`config.mk`:
```
export PLATFORM = sky130hd
export DESIGN_NAME = alu_cmd_sequencer
export DESIGN_NICKNAME = d
export VERILOG_FILES = /design/src/rtl/alu_cmd_sequencer.sv
export SDC_FILE = /design/constraint.sdc
export NUM_CORES = 1
export LEC_CHECK = 0
export ABC_AREA = 0
export CORE_MARGIN = 2
export CORE_UTILIZATION = 40
export DETAILED_ROUTE_END_ITERATION = 6
export PLACE_DENSITY = 0.76
export SETUP_SLACK_MARGIN = 0.15
export SYNTH_ARGS = -nofsm -noshare
export SYNTH_HDL_FRONTEND = slang
export SYNTH_SLANG_ARGS = --single-unit
```
`constraint.sdc`:
```
create_clock -name clk -period 2.2 [get_ports clk]
set_input_delay 0.44 -clock clk [delete_from_list [all_inputs] [get_ports clk]]
set_output_delay 0.44 -clock clk [all_outputs]
set_load 0.05 [all_outputs]
```
`src/rtl/alu_cmd_sequencer.sv`:
```
// Command-side sequencer for the 8-bit combinational ALU: buffers tagged requests
// in a FIFO, issues them one at a time, and returns captured results in order.
module alu_cmd_sequencer #(
  parameter int FIFO_DEPTH = 4,
  parameter int TAG_W      = 4
) (
  input  logic                        clk,
  input  logic                        rst,
  input  logic                        cmd_valid,
  output logic                        cmd_ready,
  input  logic [2:0]                  cmd_op,
  input  logic [7:0]                  cmd_a,
  input  logic [7:0]                  cmd_b,
  input  logic [TAG_W-1:0]            cmd_tag,
  output logic [2:0]                  alu_operation,
  output logic [7:0]                  alu_operand_A,
  output logic [7:0]                  alu_operand_B,
  input  logic [15:0]                 alu_result,
  input  logic                        alu_carry_flag,
  input  logic                        alu_zero_flag,
  output logic                        rsp_valid,
  input  logic                        rsp_ready,
  output logic [15:0]                 rsp_result,
  output logic                        rsp_carry,
  output logic                        rsp_zero,
  output logic [2:0]                  rsp_op,
  output logic [TAG_W-1:0]            rsp_tag,
  output logic [$clog2(FIFO_DEPTH):0] cmd_count,
  output logic [15:0]                 rsp_count
);

  localparam int PTR_W   = $clog2(FIFO_DEPTH);
  localparam int CNT_W   = PTR_W + 1;
  localparam int ENTRY_W = 3 + 8 + 8 + TAG_W;

  localparam logic [CNT_W-1:0] FULL_CNT = CNT_W'(FIFO_DEPTH);

  localparam logic [1:0] S_IDLE = 2'd0;
  localparam logic [1:0] S_EXEC = 2'd1;
  localparam logic [1:0] S_RESP = 2'd2;

  localparam logic [2:0] OP_ADD = 3'b000;
  localparam logic [2:0] OP_SUB = 3'b001;

  // Command FIFO storage; entries carry no reset, occupancy is tracked separately.
  logic [ENTRY_W-1:0] fifo_mem [FIFO_DEPTH];

  logic [PTR_W-1:0] wr_ptr_q, wr_ptr_d;
  logic [PTR_W-1:0] rd_ptr_q, rd_ptr_d;
  logic [CNT_W-1:0] count_q, count_d;

  logic [1:0]       state_q, state_d;

  logic [2:0]       issue_op_q, issue_op_d;
  logic [7:0]       issue_a_q, issue_a_d;
  logic [7:0]       issue_b_q, issue_b_d;
  logic [TAG_W-1:0] issue_tag_q, issue_tag_d;

  logic             rsp_valid_q, rsp_valid_d;
  logic [15:0]      rsp_result_q, rsp_result_d;
  logic             rsp_carry_q, rsp_carry_d;
  logic             rsp_zero_q, rsp_zero_d;
  logic [2:0]       rsp_op_q, rsp_op_d;
  logic [TAG_W-1:0] rsp_tag_q, rsp_tag_d;
  logic [15:0]      rsp_count_q, rsp_count_d;

  logic               push;
  logic               pop;
  logic               fifo_empty;
  logic               rsp_fire;
  logic [ENTRY_W-1:0] wr_entry;
  logic [ENTRY_W-1:0] head_entry;
  logic [2:0]         head_op;
  logic [7:0]         head_a;
  logic [7:0]         head_b;
  logic [TAG_W-1:0]   head_tag;

  assign wr_entry   = {cmd_op, cmd_a, cmd_b, cmd_tag};
  assign head_entry = fifo_mem[rd_ptr_q];
  assign {head_op, head_a, head_b, head_tag} = head_entry;

  assign cmd_ready  = (count_q != FULL_CNT);
  assign fifo_empty = (count_q == '0);
  assign push       = cmd_valid && cmd_ready;
  assign rsp_fire   = rsp_valid_q && rsp_ready;

  // A new command is only ever taken from the FIFO head, never straight from cmd_*.
  assign pop = !fifo_empty &&
               ((state_q == S_IDLE) || ((state_q == S_RESP) && rsp_fire));

  always_ff @(posedge clk) begin
    if (push) begin
      fifo_mem[wr_ptr_q] <= wr_entry;
    end
  end

  always_comb begin
    wr_ptr_d = wr_ptr_q;
    rd_ptr_d = rd_ptr_q;
    count_d  = count_q;
    if (push) begin
      wr_ptr_d = wr_ptr_q + 1'b1;
    end
    if (pop) begin
      rd_ptr_d = rd_ptr_q + 1'b1;
    end
    case ({push, pop})
      2'b10:   count_d = count_q + 1'b1;
      2'b01:   count_d = count_q - 1'b1;
      default: count_d = count_q;
    endcase
  end

  always_comb begin
    state_d      = state_q;
    issue_op_d   = issue_op_q;
    issue_a_d    = issue_a_q;
    issue_b_d    = issue_b_q;
    issue_tag_d  = issue_tag_q;
    rsp_valid_d  = rsp_valid_q;
    rsp_result_d = rsp_result_q;
    rsp_carry_d  = rsp_carry_q;
    rsp_zero_d   = rsp_zero_q;
    rsp_op_d     = rsp_op_q;
    rsp_tag_d    = rsp_tag_q;
    rsp_count_d  = rsp_count_q;

    if (pop) begin
      issue_op_d  = head_op;
      issue_a_d   = head_a;
      issue_b_d   = head_b;
      issue_tag_d = head_tag;
    end

    case (state_q)
      S_IDLE: begin
        if (pop) begin
          state_d = S_EXEC;
        end
      end
      S_EXEC: begin
        // The ALU keeps a stale carry on non-arithmetic ops, so it is masked here.
        rsp_result_d = alu_result;
        rsp_carry_d  = ((issue_op_q == OP_ADD) || (issue_op_q == OP_SUB)) ?
                       alu_carry_flag : 1'b0;
        rsp_zero_d   = alu_zero_flag;
        rsp_op_d     = issue_op_q;
        rsp_tag_d    = issue_tag_q;
        rsp_valid_d  = 1'b1;
        state_d      = S_RESP;
      end
      S_RESP: begin
        if (rsp_fire) begin
          rsp_valid_d = 1'b0;
          rsp_count_d = rsp_count_q + 16'd1;
          state_d     = pop ? S_EXEC : S_IDLE;
        end
      end
      default: begin
        state_d     = S_IDLE;
        rsp_valid_d = 1'b0;
      end
    endcase
  end

  always_ff @(posedge clk or posedge rst) begin
    if (rst) begin
      wr_ptr_q     <= '0;
      rd_ptr_q     <= '0;
      count_q      <= '0;
      state_q      <= S_IDLE;
      issue_op_q   <= '0;
      issue_a_q    <= '0;
      issue_b_q    <= '0;
      issue_tag_q  <= '0;
      rsp_valid_q  <= 1'b0;
      rsp_result_q <= '0;
      rsp_carry_q  <= 1'b0;
      rsp_zero_q   <= 1'b0;
      rsp_op_q     <= '0;
      rsp_tag_q    <= '0;
      rsp_count_q  <= '0;
    end else begin
      wr_ptr_q     <= wr_ptr_d;
      rd_ptr_q     <= rd_ptr_d;
      count_q      <= count_d;
      state_q      <= state_d;
      issue_op_q   <= issue_op_d;
      issue_a_q    <= issue_a_d;
      issue_b_q    <= issue_b_d;
      issue_tag_q  <= issue_tag_d;
      rsp_valid_q  <= rsp_valid_d;
      rsp_result_q <= rsp_result_d;
      rsp_carry_q  <= rsp_carry_d;
      rsp_zero_q   <= rsp_zero_d;
      rsp_op_q     <= rsp_op_d;
      rsp_tag_q    <= rsp_tag_d;
      rsp_count_q  <= rsp_count_d;
    end
  end

  assign alu_operation = issue_op_q;
  assign alu_operand_A = issue_a_q;
  assign alu_operand_B = issue_b_q;

  assign rsp_valid  = rsp_valid_q;
  assign rsp_result = rsp_result_q;
  assign rsp_carry  = rsp_carry_q;
  assign rsp_zero   = rsp_zero_q;
  assign rsp_op     = rsp_op_q;
  assign rsp_tag    = rsp_tag_q;
  assign cmd_count  = count_q;
  assign rsp_count  = rsp_count_q;

endmodule

```
# After elaboration in Yosys (flattened, before gate mapping)
# Memories as Yosys holds them, arrays and structs flattened. A register that Yosys moved wholly into a read port is not among the register bits.
# Index checks and enable logic that the tools add are counted.
# totals
mem_count	1
in_bits	45
out_inout_bits	65
reg_bits	51
ram_bits	92
wordCells	50
# classes
eq_ne	8
reduce_logical	14
muxes	10
add_sub_neg	5
bitwise	1
# mem_list
name	words	word_bits	rd	rd_ports_with_merged_regs	write_ports	line	source
fifo_mem	4	23	1	1	1	46	logic [ENTRY_W-1:0] fifo_mem [FIFO_DEPTH];
# op_table
operator	n
16-bit by 1-bit adder with 16-bit output, second input constant	1
3-bit logical NOT	2
2-bit one-hot mux with 3 select lines	1
3-bit one-hot mux with 2 select lines	1
2-bit AND reduction	3
1-bit two-way mux	5
2-bit by 1-bit adder with 2-bit output, second input constant	2
2-bit by 1-bit == test with 1-bit output, second input constant	2
2-bit == test, second input constant	2
1-bit logical AND	4
2-bit two-way mux	2
2-bit != test, second input constant	2
3-bit by 1-bit adder with 3-bit output, second input constant	1
3-bit by 1-bit == test with 1-bit output, second input constant	1
3-bit != test, second input constant	1
1-bit one-hot mux with 3 select lines	1
3-bit by 1-bit subtractor with 3-bit output, second input constant	1
2-bit logical NOT	1
1-bit logical OR	2
2-bit nonzero test	1
1-bit logical NOT	1
1-bit NOT	1

# Longest topological paths before layout
# Gate-level depths: netlist (run 1).
# logic_depth
depth_word	7
ltp_mapped	10
mapped_depth_nobuf	10

# Least setup slack after synthesis (run 1)
# Ideal clock, no wire load.
# synth_timing
path_kind	register to register
startpoint	reg count_q[2], in the netlist cmd_count[2]
endpoint	reg count_q[2], in the netlist cmd_count[2]
slack_ps	-522
required_time_ps	2118
setup_time_ps	82
path_buffers	0
stages_incl_launch_ff	10
synth_period_minus_slack_ps	2722
t_arrival_ps	2640
path_cell_list	dfrtp_1 nand3_1 and2_1 inv_1 ha_1 inv_1 fa_1 xor2_1 nor2_1 xor2_1
# synth_via
elab_cells_between_ends	11
cone_classes	2 x add/sub; 3 x eq/ne; 1 x mux; 5 x reduce/logical
# synth_lines
element	line	source
from (decl)	50	logic [CNT_W-1:0] count_q, count_d;
from (signal assigned)	186	count_q <= count_d;
3-bit != test *	82	assign cmd_ready = (count_q != FULL_CNT);
net cmd_ready	10	output logic cmd_ready,
1-bit logical AND *	84	assign push = cmd_valid && cmd_ready;
2-bit by 1-bit == test with 1-bit output / 2-bit == test (equally long branches)	107	case ({push, pop})
3-bit one-hot mux with 2 select lines / 2-bit nonzero test (equally long branches)	-	
# Mark *: on every way through the listed nets, which the timed path passes. The rest lies on a longest branch.
# A chain may end at the register's enable or synchronous reset.

# Final worst setup path (run 1)
# layout_timing
startpoint	reg rsp_result_q[11], in the netlist rsp_result[11]
endpoint	out rsp_result[11]
# layout_lines
element	line	source
from (decl)	60	logic [15:0] rsp_result_q, rsp_result_d;
from (signal assigned)	193	rsp_result_q <= rsp_result_d;
to (decl)	23	output logic [15:0] rsp_result,
# No word-level cell between the ends.

==> impl_metrics.toml, run 1 <==
[worst_setup_path]
cp_cell_sequence = "clkdlybuf4s50_1"
slowest_stage = "clkdlybuf4s50_1"
cp_max_fo = 2
rr_endpoint = "cmd_count[2]"
crit_required_ns = 1.76
worstRegToRegCells = 10
crit_path_end_kind = "primary output"
cp.depth = 1
crit_family = "buffers and inverters"
regToRegSetupSlack_ns = 0.24
arrival_ns = 1.57
setup.worst_path.start_class = "register"
crit_type = "reg2out"
slowest_delay_ns = 0.80
critPathBufInv = 1
rr_startpoint = "cmd_count[1]"

[global_route]
gr-usage-all-layers_pct = 15.31
antenna_found_initial = 0
grt_max_degree = 75
grt_overflow = 0
first_global_vias = 3701
grt_pass1_wl_microns = 20090

[timing]
setup_violations = 0
finalCriticalPeriod_ns = 2.010
timing.final.crit_share_pct = 91.35
worst_pin_slew_ns = 0.5696
rsz0062_at_grt = "true"
tns_ns = 0
drv_slew = 0
hold_viol_final = 0
maxClockFrequency_mhz = 497.6
clock_skew_ns = 0.006487
hold_slack_ns = 0.4022
slew_headroom_pct = 62.17

[finish]
final_area_sq_um = 8564
fillers = 1308
antennaDiodeCount = 0
nNetsFinal = 567
final_common_cell = "edfxtp_1"
utilization_pct = 53.91
final_cell_mix = "edfxtp_1 (92), nand2_1 (83), dfrtp_1 (69), clkdlybuf4s50_1 (46), dlygate4sd2_1 (43)"
drive_above_1_share_pct = 21.78
syn_to_final_growth_pct = 32.19

[synthesis]
yosysSeqAreaShare_pct = 71.22
synth-seq-cells = 166
yosysWarnings = 0
netlist.area_leader.share_pct = 42.64
synth_area_leaders = "edfxtp_1 (43%), dfrtp_1 (29%), mux4_2 (8.0%)"
async_flop_share_pct = 44.58
synth_nets = 439
synth_largest_area_cell = "edfxtp_1"
synth_cell_types = 36
netlist_instances = 387
synth_flop_cell = "edfxtp_1"
syn-cell-area_sq_um = 6479
synth_edf_count = 92
avgSynthCellArea_sq_um = 16.74

[clocking]
cts_hold_buf = 0
htree_num_levels = 4
clock_latency_ns = 0.43
cts_sinks = 166
root_buffer = "clkbuf_16"
numCtsBuffers = 17
cts_buffer_depth = 2
cts_tree = "done"
post-cts-setup-buffers = 0
path_clk_slew_ns = 0.06

[drt]
drt_iter0_markers = 164
vias = 3553
ant_nets = 0
dr.pass1.iters = 4
vias_per_cell = 4.776
wl_microns = 12660
detail_route.wl_per_cell_microns = 17.02
drcViolationCount = 0

[min_path]
hp-start = "rsp_ready"
hold_end = "rsp_valid"
whs_path_depth = 3
hold_path.class = "in2reg"

[die]
design.portCount = 110
die_y_microns = 131.3
initial_core_util_pct = 40.78
die_area_sq_um = 17230
die_w_microns = 131.3
coreArea_sq_um = 15890
rows = 46

[pwr]
power_uw = 13360
vdd_drop_max_v = 0.0008085
leakage_uw = 0.003703
power.density_nw_per_um2 = 1560

[place]
dpl.hpwl_microns = 7938
numPortBuffers = 109
gp_congestion = 0.7433
place_area_sq_um = 7973

[flow_run]
maxCapViolCount = 0

[run_status]
status = "complete, no violations"
[cell usage after synthesis (2+ instances only)]
| library cell | instances |
|---|---|
| nor3_2 | 4 |
| nand2_1 | 83 |
| xnor2_1 | 12 |
| inv_1 | 8 |
| mux4_2 | 23 |
| clkbuf_1 | 8 |
| buf_6 | 4 |
| nor2_1 | 3 |
| and3_1 | 6 |
| ha_1 | 6 |
| nor3_1 | 2 |
| edfxtp_1 | 92 |
| and4_1 | 2 |
| xor2_1 | 9 |
| nand4_1 | 4 |
| buf_2 | 3 |
| dfrtp_1 | 74 |
| mux2_4 | 17 |
| nand3_1 | 4 |
| mux2_2 | 7 |
[cell families after synthesis]
group / count (synthesis) / share of synthesized area (%)
and+or+nand+nor: 116 / 8.440
DFF: 166 / 71.22
muxes: 48 / 13.31
AOI/OAI and AO/OA: 5 / 0.7532
buffers and inverters: 24 / 1.970
adders and majority gates: 7 / 1.468
xor gates and xnor gates: 21 / 2.839
[cell type report]
type	instances	area (sq um)	area share (%)
Clock buffer	17	425.4	4.967
Clock inverter	15	170.2	1.987
Inverter	8	36.28	0.4237
Multi-Input combinational cell	197	1764	20.60
Sequential cell	166	4621	53.95
Tap cell	216	270.3	3.156
Timing Repair Buffer	125	1277	14.92
[routing by layer]
layer | track usage, % | wire length (microns) | share of wire, % | vias to the layer above
li1 | - | - | - | 1662
met1 | 19.45 | 5568 | 44 | 1763
met2 | 24.06 | 6083 | 48 | 106
met3 | 4.630 | 669 | 5.3 | 22
met4 | 7.488 | 342 | 2.7 | 0
met5 | 0 | 0 | 0 | -
[metrics by stage]
step | setup slack (ns) | std cells
after floorplan | -0.1100 | 387
after global placement | -0.2116 | 712
after detailed placement | -0.2749 | 712
after CTS | 0.1509 | 744
after global routing | 0.1242 | 744
final | 0.1902 | 744
[power by group]
group	switching, uW	leakage, uW	total [uW]	internal [uW]
sequential	552	0.00175	4830	4280
clock	1250	0.000291	2960	1700
combinational	3330	0.00166	5580	2250
total	5140	0.00370	13400	8230
[how the worst max path moves through the flow]
stage | start | slack, ns | to
2_1_floorplan | rsp_valid | -0.11 | cmd_count[2]
3_3_place_gp | rsp_ready | -0.21 | cmd_count[2]
3_5_place_dp | rsp_ready | -0.27 | cmd_count[2]
4_1_cts | cmd_count[1] | 0.15 | cmd_count[2]
5_1_grt | cmd_count[1] | 0.12 | cmd_count[2]
6_report | rsp_result[11] | 0.19 | rsp_result[11]
[registers in the layout (all words and copies together) (netlist names), 4 cells and up]
signal	cells
fifo_mem	92
rsp_count	16
rsp_result	16
alu_operand_A	8
alu_operand_B	8
issue_tag_q	4
rsp_tag	4
[repair_timing]
item                       CTS  global route
setup endpoints to repair   44            19
pin swaps                    0             1
resized for setup           44            21
Power figures use the tool's default switching activity.
==> inputs of run 2 (changes only) <==
--- a/config.mk
+++ b/config.mk
@@ -6,10 +6,13 @@
 export NUM_CORES = 1
 export LEC_CHECK = 0
 export ABC_AREA = 0
+export ABC_CLOCK_PERIOD_IN_PS = 2200
+export CELL_PAD_IN_SITES_DETAIL_PLACEMENT = 0
+export CELL_PAD_IN_SITES_GLOBAL_PLACEMENT = 2
 export CORE_MARGIN = 2
-export CORE_UTILIZATION = 40
+export CORE_UTILIZATION = 34
 export DETAILED_ROUTE_END_ITERATION = 6
-export PLACE_DENSITY = 0.76
+export PLACE_DENSITY = 0.86
 export SETUP_SLACK_MARGIN = 0.15
 export SYNTH_ARGS = -nofsm -noshare
 export SYNTH_HDL_FRONTEND = slang
==> run 2 against run 1 <==
  * Total power fell by 0.71%
  * Via count shrank 0.45%
  * Sequential share of layout area about the same
==> impl_metrics.toml, run 2 (synthesized netlist as in run 1, its figures left out) <==
[worst_setup_path]
setup.worst_path.start_class = "primary input"
crit_type = "in2reg"
crit_required_ns = 2.53
cp_max_fo = 4
rr_startpoint = "cmd_count[1]"
cp_cell_sequence = "clkdlybuf4s50_1 > nand2_2 > a211oi_4 > ha_4 > inv_1 > fa_1 > xor2_1 > nor2_1 > xor2_1"
slowest_stage = "clkdlybuf4s50_1"
regToRegSetupSlack_ns = 0.28
worstRegToRegCells = 10
crit_start = "rsp_ready"
rr_endpoint = "cmd_count[2]"
crit_top_cell = "xor2_1"
arrival_ns = 2.34
slowest_delay_ns = 0.54
crit_path_end_kind = "register"
crit_end = "cmd_count[2]"

[drt]
vias_per_cell = 4.630
met3_length_microns = 744
dr.pass1.iters = 4
wl_microns = 12540
wl_met2_microns = 6031
drt_iter0_markers = 184
wl_met1_microns = 5643
vias = 3537
detail_route.wl_per_cell_microns = 16.41
ant_nets = 0
drcViolationCount = 0
top_layer_used = "met5"

[pwr]
power.density_nw_per_um2 = 1549
power_uw = 13270
leakage_uw = 0.003708
vdd_drop_max_v = 0.0006915

[die]
rows = 50
initial_core_util_pct = 34.64
die_y_microns = 142.0
coreArea_sq_um = 18710
die_area_sq_um = 20180
design.portCount = 110
die_w_microns = 142.0

[finish]
syn_to_final_growth_pct = 32.21
final_area_sq_um = 8566
final_common_cell = "edfxtp_1"
fillers = 1631
register_area_sq_um = 4621
antennaDiodeCount = 0
nNetsFinal = 569
largest_reg_flops = 92
multi_input_comb_area_sq_um = 1764
top_register = "fifo_mem"
drive_above_1_share_pct = 21.32
final_cell_mix = "edfxtp_1 (92), nand2_1 (83), dfrtp_1 (69), clkdlybuf4s50_1 (47), dlygate4sd2_1 (40)"

[place]
dpl.hpwl_microns = 8211
place_area_sq_um = 7990
numPortBuffers = 109
gp_congestion = 0.6966
dp_slack_ns = -0.2585

[timing]
hold_viol_final = 0
rsz0062_at_grt = "true"
timing.final.crit_share_pct = 91.33
worst_pin_slew_ns = 0.7997
clock_skew_ns = 0.006953
tns_ns = 0
finalCriticalPeriod_ns = 2.009
slew_headroom_pct = 46.69
drv_slew = 0
hold_slack_ns = 0.4697
maxClockFrequency_mhz = 497.7
setup_violations = 0
fin_ws_ns = 0.1908

[global_route]
grt_overflow = 0
grt_max_degree = 75
first_global_vias = 3679
antenna_found_initial = 2
gr-usage-all-layers_pct = 12.91
grt_pass1_wl_microns = 19690

[clocking]
path_clk_slew_ns = 0.06
htree_num_levels = 4
cts_tree = "done"
cts_hold_buf = 0
root_buffer = "clkbuf_16"
clock_latency_ns = 0.41
cts_buffer_depth = 2
cts_sinks = 166
numCtsBuffers = 17

[min_path]
hold_path.class = "reg2reg"

[run_status]
status = "complete, no violations"

[flow_run]
maxCapViolCount = 0
run 2: cell count changes in the layout (fill, tap and decap cells not counted), moves of 2 or more:
cell,change
dlymetal6s2s_1,+2
clkbuf_1,+4
dlygate4sd2_1,-3
inv_8,-4
inv_2,+2
buf_4,+3
run 2: critical path, delay by kind of cell:
kind,cells,cell delay (ns)
compound gates,1,0.25
simple gates,2,0.21
buf+inv,2,0.58
xor+xnor,2,0.31
fa+ha+maj,2,0.54
run 2: cell type report:
type | instances | share of cell area (%)
clock buffer | 21 | 5.142
clock inverter | 11 | 1.461
inverter | 8 | 0.3944
multi-input combinational | 197 | 20.60
sequential | 166 | 53.94
tap | 234 | 3.418
timing repair buffer | 127 | 15.05
run 2: worst min path at each step:
stage | cells past startpoint | slack [ns] | endpoint | start
floorplan | 2 | 0.43 | rsp_tag[2] | issue_tag_q[2]
global route | 2 | 0.50 | rsp_tag[0] | rsp_tag[0]
detailed placement | 2 | 0.46 | rsp_op[1] | rsp_op[1]
finish | 2 | 0.47 | rsp_tag[2] | issue_tag_q[2]
global placement | 2 | 0.46 | rsp_op[1] | rsp_op[1]
CTS | 2 | 0.48 | rsp_tag[2] | issue_tag_q[2]
run 2: power by group:
group	internal [uW]	total, uW	switching, uW
Clock	1680	2860	1180
Sequential	4280	4790	506
Combinational	2260	5630	3370
run 2: what timing repair did:
item / 4_1_cts / 5_1_grt
endpoints found under the setup margin: 40 / 22
resized for setup: 40 / 24
setup buffers: 0 / 1
pin swaps: 0 / 1
run 2: metal layers:
metal  up-vias  track usage, %
li1       1662               -
met1      1769           16.24
met2        90           20.80
met3        12           4.879
met4         4           3.947
met5         -               0
run 2: per-stage QoR:
step | util [%] | std cells
after global placement | 42.72 | 731
after detailed placement | 42.72 | 731
after global routing | 45.79 | 764
after CTS | 45.47 | 763
final | 45.79 | 764
after floorplan | - | 387
==> inputs of run 3 (changes only) <==
--- a/config.mk
+++ b/config.mk
@@ -12,6 +12,7 @@
 export CORE_MARGIN = 2
 export CORE_UTILIZATION = 34
 export DETAILED_ROUTE_END_ITERATION = 6
+export HOLD_SLACK_MARGIN = 0.12
 export PLACE_DENSITY = 0.86
 export SETUP_SLACK_MARGIN = 0.15
 export SYNTH_ARGS = -nofsm -noshare
==> results of run 3 <==
Final layout, timing and power as in run 2 (identical DEF).
